==> src/rtl/mbist_march_ctrl.sv <==
// mbist_march_ctrl
// March C- engine for a single-port memory with two-cycle read latency.
// Generates 10N operations (E0..E5), drives them through a short pipeline
// to the memory, and compares read data against the expected background.
//
// Ports:
//   clk, rst_n        clock, asynchronous active-low reset
//   start             begin a test (accepted in IDLE or DONE)
//   busy, done        run status; done held until next accepted start
//   fail, fail_count  any mismatch seen / saturating mismatch count
//   fail_addr         address of first mismatch
//   fail_element      March element (0..5) of first mismatch
//   mem_write_read    1 = write, 0 = read
//   mem_address       memory address
//   mem_wdata         write data, one cycle ahead of its op
//   mem_rdata         read data from memory
module mbist_march_ctrl #(
    parameter int DATA_WIDTH = 8,
    parameter int ADDR_WIDTH = 4,
    parameter int CNT_WIDTH  = 8
) (
    input  logic                  clk,
    input  logic                  rst_n,
    input  logic                  start,
    output logic                  busy,
    output logic                  done,
    output logic                  fail,
    output logic [CNT_WIDTH-1:0]  fail_count,
    output logic [ADDR_WIDTH-1:0] fail_addr,
    output logic [2:0]            fail_element,
    output logic                  mem_write_read,
    output logic [ADDR_WIDTH-1:0] mem_address,
    output logic [DATA_WIDTH-1:0] mem_wdata,
    input  logic [DATA_WIDTH-1:0] mem_rdata
);
    localparam logic [ADDR_WIDTH-1:0] ADDR_MAX = '1;

    typedef enum logic [1:0] {ST_IDLE, ST_RUN, ST_DRAIN, ST_DONE} state_t;

    state_t                state_q, state_d;
    logic [1:0]            drain_q, drain_d;
    // generator
    logic                  gen_valid_q, gen_valid_d;
    logic [2:0]            gen_elem_q, gen_elem_d;
    logic                  gen_pair_q, gen_pair_d;
    logic [ADDR_WIDTH-1:0] gen_addr_q, gen_addr_d;
    // stage A
    logic                  a_valid_q, a_valid_d, a_write_q, a_write_d;
    logic [ADDR_WIDTH-1:0] a_addr_q, a_addr_d;
    logic [2:0]            a_elem_q, a_elem_d;
    logic [DATA_WIDTH-1:0] a_exp_q, a_exp_d, wdata_q, wdata_d;
    // stage B
    logic                  wr_q, wr_d, b_rd_q, b_rd_d;
    logic [ADDR_WIDTH-1:0] addr_q, addr_d;
    logic [2:0]            b_elem_q, b_elem_d;
    logic [DATA_WIDTH-1:0] b_exp_q, b_exp_d;
    // compare delay (covers the memory's two-cycle read latency)
    logic                  c1_rd_q, c1_rd_d, c2_rd_q, c2_rd_d;
    logic [ADDR_WIDTH-1:0] c1_addr_q, c1_addr_d, c2_addr_q, c2_addr_d;
    logic [2:0]            c1_elem_q, c1_elem_d, c2_elem_q, c2_elem_d;
    logic [DATA_WIDTH-1:0] c1_exp_q, c1_exp_d, c2_exp_q, c2_exp_d;
    // results
    logic                  fail_q, fail_d;
    logic [CNT_WIDTH-1:0]  cnt_q, cnt_d;
    logic [ADDR_WIDTH-1:0] faddr_q, faddr_d;
    logic [2:0]            felem_q, felem_d;

    // combinational decode of the generator's current op
    logic                  start_accept, gen_write, gen_paired, gen_down, gen_last_addr, gen_last_op;
    logic [2:0]            next_elem;
    logic [DATA_WIDTH-1:0] gen_data, gen_exp;

    always_comb begin
        start_accept  = start && (state_q == ST_IDLE || state_q == ST_DONE);
        gen_paired    = (gen_elem_q != 3'd0) && (gen_elem_q != 3'd5);
        gen_write     = (gen_elem_q == 3'd0) || (gen_paired && gen_pair_q);
        gen_down      = (gen_elem_q == 3'd3) || (gen_elem_q == 3'd4);
        gen_last_addr = gen_down ? (gen_addr_q == '0) : (gen_addr_q == ADDR_MAX);
        gen_last_op   = gen_valid_q && (gen_elem_q == 3'd5) && gen_last_addr;
        next_elem     = gen_elem_q + 3'd1;
        // odd elements write ones; E2/E4 read ones, the rest read zeros
        gen_data      = gen_elem_q[0] ? '1 : '0;
        gen_exp       = (gen_elem_q == 3'd2 || gen_elem_q == 3'd4) ? '1 : '0;
    end

    always_comb begin
        state_d     = state_q;
        drain_d     = drain_q;
        gen_valid_d = gen_valid_q;
        gen_elem_d  = gen_elem_q;
        gen_pair_d  = gen_pair_q;
        gen_addr_d  = gen_addr_q;
        fail_d      = fail_q;
        cnt_d       = cnt_q;
        faddr_d     = faddr_q;
        felem_d     = felem_q;

        case (state_q)
            ST_IDLE, ST_DONE: if (start_accept) state_d = ST_RUN;
            ST_RUN: if (gen_last_op) begin
                state_d = ST_DRAIN;
                drain_d = 2'd0;
            end
            ST_DRAIN: begin
                drain_d = drain_q + 2'd1;
                if (drain_q == 2'd3) state_d = ST_DONE;
            end
            default: state_d = ST_IDLE;
        endcase

        if (start_accept) begin
            gen_valid_d = 1'b1;
            gen_elem_d  = 3'd0;
            gen_pair_d  = 1'b0;
            gen_addr_d  = '0;
        end else if (gen_valid_q) begin
            if (gen_paired && !gen_pair_q) begin
                gen_pair_d = 1'b1;
            end else begin
                gen_pair_d = 1'b0;
                if (gen_last_addr) begin
                    if (gen_elem_q == 3'd5) begin
                        gen_valid_d = 1'b0;
                    end else begin
                        gen_elem_d = next_elem;
                        // down elements start at the top: E2->E3 stays on N-1
                        gen_addr_d = (next_elem == 3'd3 || next_elem == 3'd4) ? ADDR_MAX : '0;
                    end
                end else begin
                    gen_addr_d = gen_down ? gen_addr_q - 1'b1 : gen_addr_q + 1'b1;
                end
            end
        end

        // stage A: wdata only changes on writes so it leads its op cleanly
        a_valid_d = gen_valid_q;
        a_write_d = gen_write;
        a_addr_d  = gen_addr_q;
        a_elem_d  = gen_elem_q;
        a_exp_d   = gen_exp;
        wdata_d   = (gen_valid_q && gen_write) ? gen_data : wdata_q;

        // stage B: idle bus is a read of address 0
        wr_d     = a_valid_q && a_write_q;
        addr_d   = a_valid_q ? a_addr_q : '0;
        b_rd_d   = a_valid_q && !a_write_q;
        b_elem_d = a_elem_q;
        b_exp_d  = a_exp_q;

        c1_rd_d = b_rd_q;   c1_addr_d = addr_q;    c1_elem_d = b_elem_q;  c1_exp_d = b_exp_q;
        c2_rd_d = c1_rd_q;  c2_addr_d = c1_addr_q; c2_elem_d = c1_elem_q; c2_exp_d = c1_exp_q;

        if (start_accept) begin
            fail_d  = 1'b0;
            cnt_d   = '0;
            faddr_d = '0;
            felem_d = '0;
        end else if (c2_rd_q && (mem_rdata != c2_exp_q)) begin
            fail_d = 1'b1;
            if (cnt_q != '1) cnt_d = cnt_q + 1'b1;
            if (!fail_q) begin
                faddr_d = c2_addr_q;
                felem_d = c2_elem_q;
            end
        end
    end

    always_ff @(posedge clk or negedge rst_n) begin
        if (!rst_n) begin
            state_q <= ST_IDLE;     drain_q <= '0;
            gen_valid_q <= 1'b0;    gen_elem_q <= '0;  gen_pair_q <= 1'b0; gen_addr_q <= '0;
            a_valid_q <= 1'b0;      a_write_q <= 1'b0; a_addr_q <= '0;     a_elem_q <= '0;
            a_exp_q <= '0;          wdata_q <= '0;
            wr_q <= 1'b0;           addr_q <= '0;      b_rd_q <= 1'b0;     b_elem_q <= '0;  b_exp_q <= '0;
            c1_rd_q <= 1'b0;        c1_addr_q <= '0;   c1_elem_q <= '0;    c1_exp_q <= '0;
            c2_rd_q <= 1'b0;        c2_addr_q <= '0;   c2_elem_q <= '0;    c2_exp_q <= '0;
            fail_q <= 1'b0;         cnt_q <= '0;       faddr_q <= '0;      felem_q <= '0;
        end else begin
            state_q <= state_d;     drain_q <= drain_d;
            gen_valid_q <= gen_valid_d; gen_elem_q <= gen_elem_d; gen_pair_q <= gen_pair_d; gen_addr_q <= gen_addr_d;
            a_valid_q <= a_valid_d; a_write_q <= a_write_d; a_addr_q <= a_addr_d; a_elem_q <= a_elem_d;
            a_exp_q <= a_exp_d;     wdata_q <= wdata_d;
            wr_q <= wr_d;           addr_q <= addr_d;   b_rd_q <= b_rd_d;   b_elem_q <= b_elem_d; b_exp_q <= b_exp_d;
            c1_rd_q <= c1_rd_d;     c1_addr_q <= c1_addr_d; c1_elem_q <= c1_elem_d; c1_exp_q <= c1_exp_d;
            c2_rd_q <= c2_rd_d;     c2_addr_q <= c2_addr_d; c2_elem_q <= c2_elem_d; c2_exp_q <= c2_exp_d;
            fail_q <= fail_d;       cnt_q <= cnt_d;     faddr_q <= faddr_d; felem_q <= felem_d;
        end
    end

    assign busy           = (state_q == ST_RUN) || (state_q == ST_DRAIN);
    assign done           = (state_q == ST_DONE);
    assign fail           = fail_q;
    assign fail_count     = cnt_q;
    assign fail_addr      = faddr_q;
    assign fail_element   = felem_q;
    assign mem_write_read = wr_q;
    assign mem_address    = addr_q;
    assign mem_wdata      = wdata_q;
endmodule

==> config.mk <==
export PLATFORM = sky130hd
export DESIGN_NAME = mbist_march_ctrl
export DESIGN_NICKNAME = d
export VERILOG_FILES = /design/src/rtl/mbist_march_ctrl.sv
export SDC_FILE = /design/constraint.sdc
export NUM_CORES = 1
export LEC_CHECK = 0
export CAP_MARGIN = 5
export CORE_UTILIZATION = 30
export DETAILED_ROUTE_END_ITERATION = 7
export SLEW_MARGIN = 20
export SYNTH_ARGS = -nofsm -noshare
export SYNTH_HDL_FRONTEND = slang
export SYNTH_SLANG_ARGS = --single-unit
==> constraint.sdc <==
create_clock -name clk -period 3 [get_ports clk]
set_input_delay 0.6 -clock clk [delete_from_list [all_inputs] [get_ports clk]]
set_output_delay 0.6 -clock clk [all_outputs]
set_load 0.05 [all_outputs]
==> results of run 1 <==
==> layer usage <==
metal | track usage (%) | up-vias | share of wire (%) | wire length (um)
met2 | 17.1 | 35 | 47 | 2260
met4 | 5.69 | 0 | 1.8 | 88
met1 | 13.6 | 881 | 48 | 2340
li1 | - | 899 | - | -
met3 | 3.34 | 8 | 3.3 | 158
met5 | 0 | - | 0 | 0
==> worst max-delay path by stage <==
stage | from | endpoint | depth (start not counted)
finish | state_q[0] | busy | 4
CTS | state_q[0] | busy | 4
global route | state_q[0] | busy | 4
detailed placement | mem_rdata[2] | fail_element[1] | 6
floorplan | fail_count[0] | fail_count[7] | 6
global placement | mem_rdata[2] | fail_addr[3] | 6
==> cells in the mapped netlist, drive strengths merged (2+ instances only) <==
library cell   n  area (um^2)
or4            3         26.3
or3            2         17.5
nor3           3         15.0
nand4          3         18.8
nand2         17         63.8
xnor2          8         70.1
mux2i          4         40.0
dfrtp         68         1700
nor4           2         27.5
mux2           5         60.1
nor2b          2         12.5
nor2          16         60.1
a21oi          5         25.0
and2           7         43.8
ha            13          163
clkbuf         2         7.51
nand3         15         90.1
nor4b          2         17.5
buf           11         93.8
o21ai         17          108
nor3b          2         20.0
inv           12         45.0
a21o           2         15.0
o31ai          3         22.5
==> power by group <==
part | total, mW | internal, mW | leakage, nW | switching [mW]
registers | 1.20 | 1.09 | 0.897 | 0.106
logic | 0.964 | 0.360 | 0.585 | 0.604
clock network | 0.894 | 0.554 | 0.117 | 0.340
==> per-stage QoR <==
| stage | utilization [%] | power [mW] | hold slack (ps) | instance area [um^2] | setup slack, ps |
|---|---|---|---|---|---|
| finish | 39.2 | 3.05 | 207 | 3640 | 354 |
| global route | 39.2 | 3.23 | 230 | 3640 | 257 |
| CTS | 39.2 | 3.10 | 206 | 3640 | 317 |
| detailed placement | 36.7 | 2.19 | 335 | 3400 | 381 |
| global placement | 36.7 | 2.17 | 333 | 3400 | 418 |
| floorplan | - | 1.92 | 304 | 2900 | 800 |
==> cells by family after synthesis <==
family | share of synthesized area (%)
and+or+nand+nor | 15.0
DFF | 58.6
AOI/OAI and AO/OA | 9.10
buffers and inverters | 5.05
adders and majority gates | 6.30
muxes | 3.45
xor gates and xnor gates | 2.41
==> flip-flops by register name, summed over array words and instances, names as in the netlist, 4 cells and up <==
register     cells
c1_addr_q        4
c2_addr_q        4
fail_count       8
mem_address      4
a_addr_d         4
a_addr_q         4
fail_addr        4
==> worst max-delay path: stages, from the launching register on <==
cell and delay, ps:
dfrtp_1 400, inv_1 70, ha_1 340, inv_1 100
clkdlybuf4s50_1 800
==> final cells by class <==
class                   instances  area, um^2
multi-input cells             145        1050
well taps                     129         161
repair buffers                 46         443
clock buffers                  10         128
clock inverters                 6         111
inverters                      12        45.0
fillers                       906        5640
flip-flops and latches         68        1700
==> results.md, run 1 <==
- The vias after detailed routing is 1823.
- Static timing analysis puts the maximum clock frequency at 378 MHz.
- The power per standard cell area is 838 mW/mm^2.
- The number of nets at the end of the flow is 307.
- The vias per cell is 4.38.
- The unique cell type count in the Yosys netlist is 50.
- The global-route congestion overflow total is 0.
- The tool flagged a number of max-cap violations equal to 0.
- The via count of the first global-routing pass is 1860.
- The leakage component of the power is 1.60 nW.
- The share of cells above drive strength 1 is 14.6%.
- The run finished with clean final reports.
- The buffer depth of the longest clock path is 2.
- The post-cts hold buffer count is 0.
- Synthesis produced a netlist whose cell count is 238.
- Detailed placement ended at an HPWL of 3550 um.
- Adding up every negative setup slack in the final design gives 0 ps.
- The count of yosys warnings during synthesis is 0.
- After synthesis the netlist holds a flip-flop and latch count of 68.
- In this run the horizontal extent of the chip is 100 um.
- The H-tree generated during clock tree synthesis spans 3 levels.
- The element type at the critical path start is a flip-flop.
- Relative to the synthesized area, the layout overhead comes to 25.6%.
- Wires add up to 4850 um.
- The initial antenna violation count was 0.
- Once detail routing completed, the nets flagged for antenna violations numbered 0.
- The arrival time at the worst endpoint is 2050 ps.
- The average wire per standard cell is 11.7 um.
- The final critical path time including I/O delays and setup is 2650 ps.
- The area of the die is 0.0101 mm^2.
- TritonCTS built the clock tree.
- The async set or reset register ratio after synthesis is 100%.
- The count of final max-slew check failures was 0.
- The clock latency reported for the late side of the worst-skew pair is 340 ps.
- The finished layout holds 416 standard cells, fillers aside.
- In this run, placement finished with an instance count of 400.
- The maximum fanout along the worst path is 4.
- The number of core rows is 35.
- In this run the critical register-to-register path is launched from a_elem_d[0].
- The number of hold-slack violations in the final timing report is 0.
- The post-CTS setup buffer count is 0.
- The die is 100 um tall.
- The final clock skew is 11.2 ps.
- The most frequent standard cell in the layout excluding fill and tap cells is dfrtp_1.
- Across the VDD grid, the largest voltage drop is 0.257 mV.
- The tightest min-delay check is of the in2async type.
- For the worst flop-to-flop path, the logic depth is 9.
- Gates resized during post-CTS repair numbered 0.
- Setup repair after global routing left no endpoint under its margin.
- The data required time at the worst endpoint is 2400 ps.
- The fraction of the cycle the final worst path needs is 88.2%.
- The endpoint kind of the worst setup timing path is a primary output.
- TritonCTS created 9 clock buffers.
- The synthesized netlist net count is 263.
- Before antenna repair, the detailed router went through 4 iterations.
- The post-synthesis sequential area ratio is 58.6%.
- The path type of the worst setup path is reg2out.
- 0 antenna diodes ended up in the layout.
- The number of input and output port buffers inserted is 41.
- The max-slew headroom at the worst pin is 63.5%.
- The initial utilization of the core area, before any placement, comes to 31.3%.
- The flip-flop cell with the highest count after synthesis is dfrtp_1.
- The cell sitting at the root of the clock tree is a clkbuf_8.
- The detailed router finished its first iteration with 57 violations.
- After detailed routing, the number of remaining DRC violations is 0.
- After clock tree synthesis, the clock-pin slew on the worst setup and hold paths is 80 ps.
- The global routing usage summed across all routing layers is 10.9%.
- For the pin with the worst max-slew slack, the measured transition is 543 ps.
- The pin count of the biggest net entering global routing is 28.
- Counting flops with a built-in enable in the synthesized netlist gives 0.
- The final setup violation count is 0.
- The floorplan core area is 0.00928 mm^2.
- The worst register-to-register path ends at a_addr_d[3].
- The flop-to-flop setup slack is 610 ps.
- Leaving out fill and tap cells, the most frequent cells in the layout are dfrtp_1, clkdlybuf4s50_1, nand2_1.
- The clock sink count is 68.
- A synthesized cell averages 12.2 um^2.
- The congestion estimate from routability-driven global placement came to 0.777.
- The number of top-level pins is 42.
- In this run the cell area of the synthesized design comes to 0.00290 mm^2.
- The first-pass GRT wire length is 8440 um.
Power figures use the tool's default switching activity.
==> run 2, diff against run 1 <==
- ABC_AREA: default -> 1
==> run 2 against run 1 <==
Clock skew shrank 2.8 ps. Hold slack improved by 59 ps. Core utilization decreased by 1.4 points. Combinational power increased by 2.3%. Critical path type unchanged. Largest power group unchanged.
==> results.md, run 2 <==
- Run status: complete, no violations (unchanged).
- The fraction of the cycle the final worst path needs is 87.7% (was 88.2%).
- The DRC violation count after routing is 0 (unchanged).
- The synthesis-stage register bit count is 68 (unchanged).
- Sequence of cells on the critical path: inv_1 -> ha_1 -> inv_1 -> clkdlybuf4s50_1 (unchanged).
- The buffer cell driving the clock tree root was clkbuf_8 (unchanged).
- The clock edge transition at the registers on the reported setup and hold paths is 70 ps (was 80 ps).
- The layout overhead on the synthesized area came to 22.8% (was 25.6%).
- The number of core rows is 37 (was 35).
- The synthesized netlist net count was 359 (was 263).
- The peak per-stage delay on the critical path was 810 ps (was 800 ps).
- The weighted congestion reported at the end of routability-driven placement came to 0.770 (was 0.777).
- The number of antenna repair diodes is 0 (unchanged).
- The maximum fanout along the worst path is 5 (was 4).
- The flip-flop cell with the highest count after synthesis is dfrtp_1 (unchanged).
- The share of Yosys cell area claimed by the top area cell type is 53.7% (was 58.6%).
- The clock tree from TritonCTS is built (unchanged).
- The clock sink count was 68 (unchanged).
- The number of nets at the end of the flow was 400 (was 307).
- The total power of the final layout came to 2.95 mW (was 3.05 mW).
- RSZ-0062 raised after global routing: false (unchanged).
- The post-CTS setup buffer count came to 0 (unchanged).
- The arrival time at the worst endpoint is 2030 ps (was 2050 ps).
- The number of flip-flops in the largest register is 8 (unchanged).
- The netlist area before placement is 0.00317 mm^2 (was 0.00290 mm^2).
- The highest-delay cell along the critical path is clkdlybuf4s50_1 (unchanged).
- The post-cts hold buffer count is 0 (unchanged).
- The first-pass GRT wire length came to 9740 um (was 8440 um).
- The final setup violation count is 0 (unchanged).
- The width of the die is 105 um (was 100 um).
- The post-CTS resize count was 0 (unchanged).
- The wire length on met1 is 2430 um (was 2340 um).
- The path type of the worst setup path is reg2out (unchanged).
- The vias after detailed routing is 2254 (was 1823).
- Synth top area cells: dfrtp_1, nand2_1, nand3_1 (was dfrtp_1, ha_1, xnor2_1).
- The count of buffering cells on the critical path with inverters included is 3 (unchanged).
- The buffer depth of the longest clock path came to 2 (unchanged).
- The count of routing violations after the opening detailed-route iteration came to 104 (was 57).
- The wire length on met3 is 279 um (was 158 um).
- The vias per cell is 4.37 (was 4.38).
- The async set or reset register ratio after synthesis is 100% (unchanged).
- The global routing usage summed across all routing layers is 11.2% (was 10.9%).
- The cell count after synthesis is 334 (was 238).
- The total negative setup slack is 0 ps (unchanged).
- The sum of met2 wire segment lengths after detailed routing is 2730 um (was 2260 um).
- The most frequent cell after synthesis is nand2_1 (was dfrtp_1).
- The total length of routed wires is 5540 um (was 4850 um).
- The dominant cell type by count on the critical path was inv_1 (unchanged).
- The global-route congestion overflow total is 0 (unchanged).
- The most frequent standard cell in the layout excluding fill and tap cells is nand2_1 (was dfrtp_1).
- The post-synthesis sequential area ratio was 53.7% (was 58.6%).
- The number of input and output port buffers inserted came to 41 (unchanged).
- The average wire per standard cell is 10.7 um (was 11.7 um).
- The final critical path time including I/O delays and setup is 2630 ps (was 2650 ps).
- The maximum vdd drop came to 0.526 mV (was 0.257 mV).
- The clock latency reported for the late side of the worst-skew pair is 330 ps (was 340 ps).
- The number of enable-type register cells in the synthesized netlist is 0 (unchanged).
- The count of yosys warnings during synthesis is 0 (unchanged).
- The via count of the first global-routing pass is 2142 (was 1860).
- The transition time at the pin with the least slew margin is 535 ps (was 543 ps).
- Top library cells by usage in the layout, fill and taps aside: nand2_1, dfrtp_1, inv_1 (was dfrtp_1, clkdlybuf4s50_1, nand2_1).
- The number of top-level pins came to 42 (unchanged).
- The leakage component of the power is 1.98 nW (was 1.60 nW).
- The count of final max-slew check failures came to 0 (unchanged).
- The average cell area after synthesis is 9.48 um^2 (was 12.2 um^2).
- The initial core utilization is 30.8% (was 31.3%).
- The launch point of the worst reg-to-reg path was a_elem_d[0] (unchanged).
- The unique cell type count in the Yosys netlist is 32 (was 50).
- Most frequent cells after synthesis: nand2_1, dfrtp_1, inv_1 (was dfrtp_1, nand2_1, nor2_1).
- The power per standard cell area is 759 mW/mm^2 (was 838 mW/mm^2).
- The non-filler instance count after layout came to 516 (was 416).
- The share of cells above drive strength 1 is 12.9% (was 14.6%).
- The max-cap check violation count came to 0 (unchanged).
- The height of the die is 105 um (was 100 um).
- The classification of the worst-slack hold path is in2async (unchanged).
- The endpoint kind of the worst setup timing path is a primary output (unchanged).
- The number of H-tree branching levels was 3 (unchanged).
- The max-slew headroom at the worst pin is 64.3% (was 63.5%).
- The pin count of the biggest net entering global routing is 69 (was 28).
- The area of the die was 0.0110 mm^2 (was 0.0101 mm^2).
- The initial antenna violation count is 0 (unchanged).
- The detailed-routing iteration count for the pre-antenna-repair pass is 4 (unchanged).
- The data required time at the worst endpoint came to 2400 ps (about the same).
- The library cell with the largest summed area after synthesis is dfrtp_1 (unchanged).
- The number of hold-slack violations in the final timing report came to 0 (unchanged).
- The total instance count after detailed placement was 500 (was 400).
- The element type at the critical path start is a flip-flop (unchanged).
- The post-detailed-route count of antenna-violating nets is 0 (unchanged).
- The final clock skew is 8.39 ps (was 11.2 ps).
- The half-perimeter wire length of the detailed placement result came to 3940 um (was 3550 um).
- The filler cell count in the final layout was 1066 (was 906).
- The floorplan core area came to 0.0103 mm^2 (was 0.00928 mm^2).
- The clock buffer count from CTS is 9 (unchanged).
- The highest routed metal layer is met4 (unchanged).
- The startpoint of the most critical setup path is state_q[0] (unchanged).
- The category of cells accounting for the largest share of critical-path delay is buffers and inverters (unchanged).
- The maximum clock frequency came to 380 MHz (was 378 MHz).
-- run 2: cell type report --
type / instances / area [um^2] / area share, %
tap: 136 / 170 / 4.38
clock buffer: 13 / 159 / 4.09
inverter: 47 / 179 / 4.60
timing repair buffer: 43 / 433 / 11.1
clock inverter: 3 / 45.0 / 1.16
multi-input combinational: 206 / 1200 / 30.9
sequential: 68 / 1700 / 43.8
-- run 2: logic make-up after synthesis --
family	count (synthesis)	synth area share (%)
xor gates and xnor gates	4	1.11
DFF	68	53.7
buffers and inverters	60	8.34
and+or+nand+nor	179	29.4
AOI/OAI and AO/OA	9	1.66
adders and majority gates	14	5.77
-- run 2: layer usage --
metal	vias to the layer above	track usage, %
met4	0	4.53
met1	1071	13.4
met3	9	3.81
met5	-	0
met2	47	18.4
li1	1127	-
-- run 2: report_power, final --
group	leakage, nW	switching (mW)	internal (mW)
Clock	0.0959	0.320	0.430
Combinational	0.986	0.665	0.320
Sequential	0.898	0.118	1.10
-- run 2: path summary, 6_finish.rpt --
kind / endpoint / slack [ps] / cells past startpoint
max: busy / 370 / 4
max in group asynchronous: a_addr_q[1] / 2440 / 2
min reg2reg: c1_rd_q / 340 / 0
min in group clk: c1_rd_q / 340 / 0
max reg2reg: a_addr_d[3] / 960 / 11
min: fail_count[1] / 270 / 2
-- run 2: through the flow --
step / hold WS (ps) / instance area, um^2 / util, % / setup slack [ps]
2_1_floorplan: 304 / 3170 / - / 1190
3_3_place_gp: 335 / 3680 / 35.9 / 766
3_5_place_dp: 336 / 3680 / 35.9 / 736
4_1_cts: 275 / 3890 / 37.8 / 328
5_1_grt: 293 / 3890 / 37.8 / 252
6_report: 265 / 3890 / 37.8 / 368
==> run 3, diff against run 2 <==
- SETUP_SLACK_MARGIN: default -> 0.2
==> results of run 3 <==
Final layout, timing and power as in run 2 (identical DEF).
